<file path="src/rtl/dmem_arbiter_pkg.sv">
// Shared types and defaults for the two-port data-memory arbiter.
// FSM encoding lives here so the top and the bench agree on it.
package dmem_arbiter_pkg;

  localparam int ADDR_W_DEF = 12;
  localparam int DATA_W_DEF = 32;

  typedef enum logic [1:0] {
    IDLE = 2'd0,
    OWN0 = 2'd1,
    OWN1 = 2'd2
  } state_t;

endpackage

</file>
<file path="src/rtl/dmem_arb_rr.sv">
// Two-way pick for the data-memory arbiter; round-robin on last_gnt.
// DMEM_ARB_FIXED_PRIO_EN: ties always go to requester 0.
import dmem_arbiter_pkg::*;

module dmem_arb_rr (
  input  logic clock,
  input  logic reset,
  input  logic req0,
  input  logic req1,
  input  logic hint_vld,
  input  logic hint,
  input  logic gnt0,
  input  logic gnt1,
  output logic pick0,
  output logic pick1
);

`ifdef DMEM_ARB_FIXED_PRIO_EN

  logic unused_rr;

  assign unused_rr = ^{clock, reset, hint_vld,
                       hint, gnt0, gnt1};

  assign pick0 = req0;
  assign pick1 = req1 & ~req0;

`else

  logic last_gnt;
  logic last;

  // An owner leaving its burst counts as most recently served.
  assign last = hint_vld ? hint : last_gnt;

  assign pick0 = req0 & (~req1 | last);
  assign pick1 = req1 & (~req0 | ~last);

  always_ff @(posedge clock) begin
    if (reset) begin
      last_gnt <= 1'b1;
    end else if (gnt0) begin
      last_gnt <= 1'b0;
    end else if (gnt1) begin
      last_gnt <= 1'b1;
    end
  end

`endif

endmodule

</file>
<file path="src/rtl/dmem_arbiter.sv">
// Two-requester arbiter for a single-port data memory with lock bursts.
// DMEM_ARB_FIXED_PRIO_EN selects fixed priority for idle ties.
import dmem_arbiter_pkg::*;

module dmem_arbiter #(
  parameter int ADDR_W    = ADDR_W_DEF,
  parameter int DATA_W    = DATA_W_DEF,
  parameter int MAX_BURST = 8
) (
  input  logic              clock,
  input  logic              reset,
  input  logic              r0_req,
  input  logic              r0_we,
  input  logic              r0_lock,
  input  logic [ADDR_W-1:0] r0_addr,
  input  logic [DATA_W-1:0] r0_wdata,
  output logic              r0_gnt,
  output logic              r0_rvalid,
  output logic [DATA_W-1:0] r0_rdata,
  input  logic              r1_req,
  input  logic              r1_we,
  input  logic              r1_lock,
  input  logic [ADDR_W-1:0] r1_addr,
  input  logic [DATA_W-1:0] r1_wdata,
  output logic              r1_gnt,
  output logic              r1_rvalid,
  output logic [DATA_W-1:0] r1_rdata,
  output logic [ADDR_W-1:0] address_dmem,
  output logic [DATA_W-1:0] data,
  output logic              wren,
  input  logic [DATA_W-1:0] q_dmem
);

  localparam int CW = $clog2(MAX_BURST) + 1;
  localparam logic [CW-1:0] BURST_MAX = CW'(MAX_BURST);
  localparam logic [CW-1:0] ONE = CW'(1);

  state_t          state;
  state_t          state_nxt;
  logic [CW-1:0]   cnt;
  logic [CW-1:0]   cnt_nxt;
  logic            arb;
  logic            own_exit;
  logic            own_last;
  logic            pick0;
  logic            pick1;
  logic            gnt0;
  logic            gnt1;
  logic            rv0_q;
  logic            rv1_q;

  dmem_arb_rr u_rr (
    .clock    (clock),
    .reset    (reset),
    .req0     (r0_req),
    .req1     (r1_req),
    .hint_vld (own_exit),
    .hint     (own_last),
    .gnt0     (gnt0),
    .gnt1     (gnt1),
    .pick0    (pick0),
    .pick1    (pick1)
  );

  always_comb begin
    state_nxt = state;
    cnt_nxt   = cnt;
    arb       = 1'b0;
    own_exit  = 1'b0;
    own_last  = 1'b0;
    gnt0      = 1'b0;
    gnt1      = 1'b0;
    unique case (state)
      OWN0: begin
        if (r0_req && r0_lock && cnt < BURST_MAX) begin
          gnt0    = 1'b1;
          cnt_nxt = cnt + ONE;
        end else begin
          arb      = 1'b1;
          own_exit = 1'b1;
          own_last = 1'b0;
        end
      end
      OWN1: begin
        if (r1_req && r1_lock && cnt < BURST_MAX) begin
          gnt1    = 1'b1;
          cnt_nxt = cnt + ONE;
        end else begin
          arb      = 1'b1;
          own_exit = 1'b1;
          own_last = 1'b1;
        end
      end
      default: arb = 1'b1;
    endcase
    // Idle arbitration also covers the exit cycle of a burst.
    if (arb) begin
      gnt0      = pick0;
      gnt1      = pick1;
      state_nxt = IDLE;
      cnt_nxt   = '0;
      if (pick0 && r0_lock) begin
        state_nxt = OWN0;
        cnt_nxt   = ONE;
      end else if (pick1 && r1_lock) begin
        state_nxt = OWN1;
        cnt_nxt   = ONE;
      end
    end
    if (reset) begin
      gnt0 = 1'b0;
      gnt1 = 1'b0;
    end
  end

  always_comb begin
    address_dmem = '0;
    data         = '0;
    wren         = 1'b0;
    if (gnt0) begin
      address_dmem = r0_addr;
      data         = r0_wdata;
      wren         = r0_we;
    end else if (gnt1) begin
      address_dmem = r1_addr;
      data         = r1_wdata;
      wren         = r1_we;
    end
  end

  always_ff @(posedge clock) begin
    if (reset) begin
      state <= IDLE;
      cnt   <= '0;
      rv0_q <= 1'b0;
      rv1_q <= 1'b0;
    end else begin
      state <= state_nxt;
      cnt   <= cnt_nxt;
      rv0_q <= gnt0 & ~r0_we;
      rv1_q <= gnt1 & ~r1_we;
    end
  end

  // A read in flight when reset arrives never surfaces.
  assign r0_rvalid = rv0_q & ~reset;
  assign r1_rvalid = rv1_q & ~reset;
  assign r0_rdata  = q_dmem;
  assign r1_rdata  = q_dmem;
  assign r0_gnt    = gnt0;
  assign r1_gnt    = gnt1;

endmodule

</file>
<file path="config.mk">
export PLATFORM = sky130hd
export DESIGN_NAME = dmem_arbiter
export DESIGN_NICKNAME = d
export VERILOG_FILES = /design/src/rtl/dmem_arbiter_pkg.sv /design/src/rtl/dmem_arb_rr.sv /design/src/rtl/dmem_arbiter.sv
export SDC_FILE = /design/constraint.sdc
export NUM_CORES = 1
export LEC_CHECK = 0
export BUFFER_PORTS_ARGS = -buffer_cell sky130_fd_sc_hd__clkbuf_2
export CAP_MARGIN = 30
export CORE_AREA = 2 2 93 95
export DETAILED_ROUTE_END_ITERATION = 8
export DIE_AREA = 0 0 95 97
export GPL_ROUTABILITY_DRIVEN = 1
export GPL_TIMING_DRIVEN = 1
export HOLD_SLACK_MARGIN = 0.12
export PLACE_DENSITY = 0.66
export SLEW_MARGIN = 10
export SYNTH_ARGS = -nofsm -noshare
export SYNTH_HDL_FRONTEND = slang
export SYNTH_SLANG_ARGS = --single-unit
</file>
<file path="constraint.sdc">
create_clock -name clock -period 3 [get_ports clock]
set_input_delay 0.3 -clock clock [delete_from_list [all_inputs] [get_ports clock]]
set_output_delay 0.3 -clock clock [all_outputs]
set_load 0.02 [all_outputs]
</file>
**Word-level counts from Yosys, hierarchy flattened**

Cells that the tools add are included.
Widths: inputs -> output; s select.

- Add/sub/neg operators: 1
- Order comparisons: 1
- Equal/unequal tests: 4
- Multiplexer cells: 30
- Bitwise operators: 14
- Reductions and logical operators: 9

Operators with widths:

| operator | number |
|---|---|
| $mux 32 | 2 |
| $mux 12 | 2 |
| $mux 1 | 18 |
| $mux 4 | 3 |
| $pmux 4 s2 | 1 |
| $and 1x1->1 | 6 |
| $logic_and 1x1->1 | 6 |
| $ne 3x3->1 const B | 2 |
| $not 1->1 | 6 |
| $add 4x1->4 const B | 1 |
| $lt 4x4->1 const B | 1 |
| $mux 2 | 2 |
| $pmux 1 s2 | 2 |
| $reduce_and 3->1 | 1 |
| $reduce_bool 3->1 | 1 |
| $eq 2x1->1 const B | 1 |
| $eq 2x2->1 const B | 1 |
| $or 1x1->1 | 2 |
| $reduce_bool 2->1 | 1 |

- Register bits after elaboration: 9
- Input bits: 128

**Logic depth before layout (Yosys ltp)**

- Depth after elaboration: 12
- Mapped depth: 9

**Hierarchy**

Synthesis repeated with hierarchy kept, for this count alone.

- Cells, all modules: 288
- Area, all modules: 2147.1 um2

Modules (own cells, without submodules):

| module | times used | cells each | area each (um2) | sequential area each (um2) |
|---|---|---|---|---|
| dmem_arbiter | 1 | 281 | 2089.5 | 160.2 |
| dmem_arb_rr | 1 | 7 | 57.6 | 20.0 |

**Worst setup path after synthesis**

Ideal clock, no wire load.

- Path kind: reg2out
- Start point: reg state[0]
- End point: out address_dmem[0]
- Arrival time: 2.050 ns
- Required time: 2.700 ns
- Setup slack: 0.650 ns
- Stages on the path, launching flop included: 9
- Buffers on the path: 2
- Cell sequence: dfxtp_1 -> inv_1 -> ha_1 -> o31a_1 -> a21oi_1 -> o21ai_1 -> buf_2 -> buf_6 -> mux2_1

- Word-level cells in the longest chain between the ends: 10
- Elaborated cells between the ends (all ways): 19
- Classes of those cells: eq/ne: 2; mux: 12; bitwise: 5

Ends and longest elaborated chain:

| what | RTL line | RTL |
|---|---|---|
| start: declaration | dmem_arbiter.sv:38 | `state_t state;` |
| start signal: assignment | dmem_arbiter.sv:138 | `state <= state_nxt;` |
| $eq 2x2->1 or $eq 2x1->1 (tied branches) | dmem_arbiter.sv:73 | `unique case (state)` |
| $pmux 1 s2 or $mux 1 (tied branches) | n/a |  |
| $mux 1 | dmem_arb_rr.sv:34 | `assign last = hint_vld ? hint : last_gnt;` |
| $not 1->1 | dmem_arb_rr.sv:37 | `assign pick1 = req1 & (~req0 \| ~last);` |
| $or 1x1->1 | dmem_arb_rr.sv:37 |  |
| $and 1x1->1 | dmem_arb_rr.sv:37 |  |
| $mux 1 | dmem_arbiter.sv:97 | `if (arb) begin` |
| $mux 1 | dmem_arbiter.sv:110 | `if (reset) begin` |
| $mux 12 | dmem_arbiter.sv:124 | `end else if (gnt1) begin` |
| $mux 12 (*) | dmem_arbiter.sv:120 | `if (gnt0) begin` |
| end: declaration | dmem_arbiter.sv:28 | `output logic [ADDR_W-1:0] address_dmem,` |

Mark *: on every way between the ends. The rest lies on a longest branch, timed or not.

**Final worst setup path**

- Start point: reg state[0]
- End point: out address_dmem[2]

The elaborated chain is that of the path after synthesis.

==> out/qor.yml <==
status:
  status: "finished, final reports clean"
route:
  drt_wl_total_um: 6000
  drc_errors: 0
  dr.first_iter.drc_count: 27
  vias: 1970
  drt_pass1_iterations: 4
  avgViaCountPerCell: 4.77
  ant_nets: 0
  wl_per_cell_um: 14.5
worst_setup_path:
  worstSetupStartpoint: "state[0]"
  slowest_stage: "ha_1"
  crit_family: "compound AO/OA/AOI/OAI gates"
  cpPeakStageDelay_ns: 0.38
  path_max_fanout: 47
  worst-path-buf-inv: 3
  worstSetupPathType: "register to output pin"
  startpoint_type: "register"
  end_kind: "output pin"
  worst_ep_arrival_time_ns: 2.57
  worstPathCellList: "inv_1, ha_1, o31a_1, a221oi_4, buf_12, nor4bb_1, mux2_1, clkbuf_2"
  required_ns: 2.70
  r2r_start: "state[0]"
placed_design:
  dp_hpwl_um: 4620
  place.gp.congestion: 0.853
  dpl.cell_count: 409
  place_area_um2: 2430
  io_buffers: 144
sta:
  hold_viol: 0
  tightest_slew_ns: 0.556
  report.final.slew_viol_count: 0
  finalSetupTns_ns: 0
  rsz0062_at_grt: "false"
  clock.fmax_mhz: 349
  relSlewSlack: 0.629
  fin_crit_ns: 2.87
  period_share: 0.956
  setup_viol: 0
  skew_ns: 0.00392
  fin_hold_ws_ns: 0.235
clocking:
  holdBufCountCts: 0
  clockBufferDepth: 2
  cts_root_buffer: "clkbuf_8"
  ctsResizeCount: 0
  clock_latency_ns: 0.24
  clk_pin_slew_ns: 0.05
  cts_tree: "built"
  clock_sinks: 9
  cts_buffers: 3
  post_cts_buffers: 0
  cts.htree.levels: 1
finish:
  fillers: 860
  multiInputGateArea_um2: 1310
  layout_common_cells: "clkbuf_2, nor4bb_1, mux2_2, nand2_1, dfxtp_1"
  insertedDiodeCount: 0
  final_area_um2: 2480
  drive_gt1_frac: 0.649
  final_cells: 413
  finalNetCount: 440
  seqCellArea_um2: 180
  area_growth_pct: 18.3
  layout_commonest_cell: "clkbuf_2"
run:
  max_cap_viol_count: 0
yosys:
  synth_top_cell_area_share: 0.233
  yosysSeqAreaShare: 0.0860
  ys_seq_elements: 9
  synth.area.top_cells: "buf_4, mux2_2, nor4bb_1"
  synth_area_um2: 2090
  syn_area_per_cell_um2: 8.76
  synth_nets: 370
  yosys_warnings: 0
  synthDistinctLibCells: 31
  synth_area_leader_cell: "buf_4"
  syn_inst: 239
global_routing:
  grt_pass1_vias: 1935
  grt_antenna_before_repair: 0
  grt_util_met3: 0.0140
  grt_pass1_wl_um: 9440
  busiest_layer: "met2"
  grtUsageMet2: 0.203
  grt_usage: 0.124
  grtUsageMet1: 0.160
  grt_max_degree: 49
  grt-ovfl-total: 0
power:
  cellLeakagePower_nw: 1.31
  vdd_ir_drop_max_mv: 0.123
  power_density_nw_per_um2: 355
  fin_total_pwr_mw: 0.881
min_path:
  hold_class: "input pin to register"
  hp-start: "r1_we"
floorplanning:
  die-area_um2: 9220
  fp-row-count: 33
  coreArea_um2: 8130
  io_pins: 241
  initial_core_util: 0.257
  fp.dieW_um: 95
  die_y_um: 97
==> cell usage after synthesis, drive strengths merged <==
library cell	instances
buf	74
mux2	45
nor4bb	45
clkbuf	10
dfxtp	9
nand2	9
a21oi	8
inv	7
nor2b	4
ha	3
nor3	3
a221oi	2
nand3	2
nand3b	2
nand4	2
nor2	2
nor3b	2
o31a	2
xor2	2
a22o	1
a31o	1
a32oi	1
o21ai	1
o22ai	1
or2	1
==> sequential cells by signal (all words and copies together) (netlist names) <==
signal         count
cnt                4
state              2
rv0_q              1
rv1_q              1
u_rr.last_gnt      1
==> per-layer routing <==
metal | routed length (um) | vias up
li1 | - | 948
met1 | 2480 | 887
met2 | 2900 | 112
met3 | 463 | 23
met4 | 152 | 0
met5 | 0 | -
==> power breakdown <==
part	total [mW]	switching (mW)	leakage [nW]	internal [mW]
sequential	0.135	0.00617	0.0736	0.129
clock	0.146	0.0546	0.0255	0.0911
combinational	0.600	0.328	1.22	0.273
total	0.881	0.389	1.31	0.493
==> stage by stage <==
stage | setup slack (ns) | util
final | 0.132 | 0.305
after global routing | 0.0189 | 0.305
after CTS | 0.135 | 0.305
after detailed placement | 0.398 | 0.299
after global placement | 0.477 | 0.299
after floorplan | 0.650 | -
==> worst paths after layout <==
path | end | slack [ns] | cells after the start
setup / recovery | address_dmem[2] | 0.13 | 8
hold / removal | rv1_q | 0.23 | 2
setup reg to reg | u_rr.last_gnt | 0.81 | 7
hold reg to reg | state[0] | 0.49 | 2
==> cells by family (layout without fill, tap and decap cells) <==
logic type,Yosys count,in the layout,synth area share
fa+ha+maj,3,3,0.0179
xor+xnor,2,2,0.00836
simple gates,72,72,0.282
mux,45,45,0.242
flops,9,9,0.0860
compound gates,17,17,0.0651
buf+inv,91,160,0.299
==> cell type report <==
cell class	count	share of cell area
multi-input cells	139	0.529
repair buffers	149	0.316
flip-flops and latches	9	0.0727
well taps	105	0.0530
clock buffers	3	0.0167
inverters	7	0.0106
clock inverters	1	0.00202
Note: power is estimated with default switching activity, not from simulation.
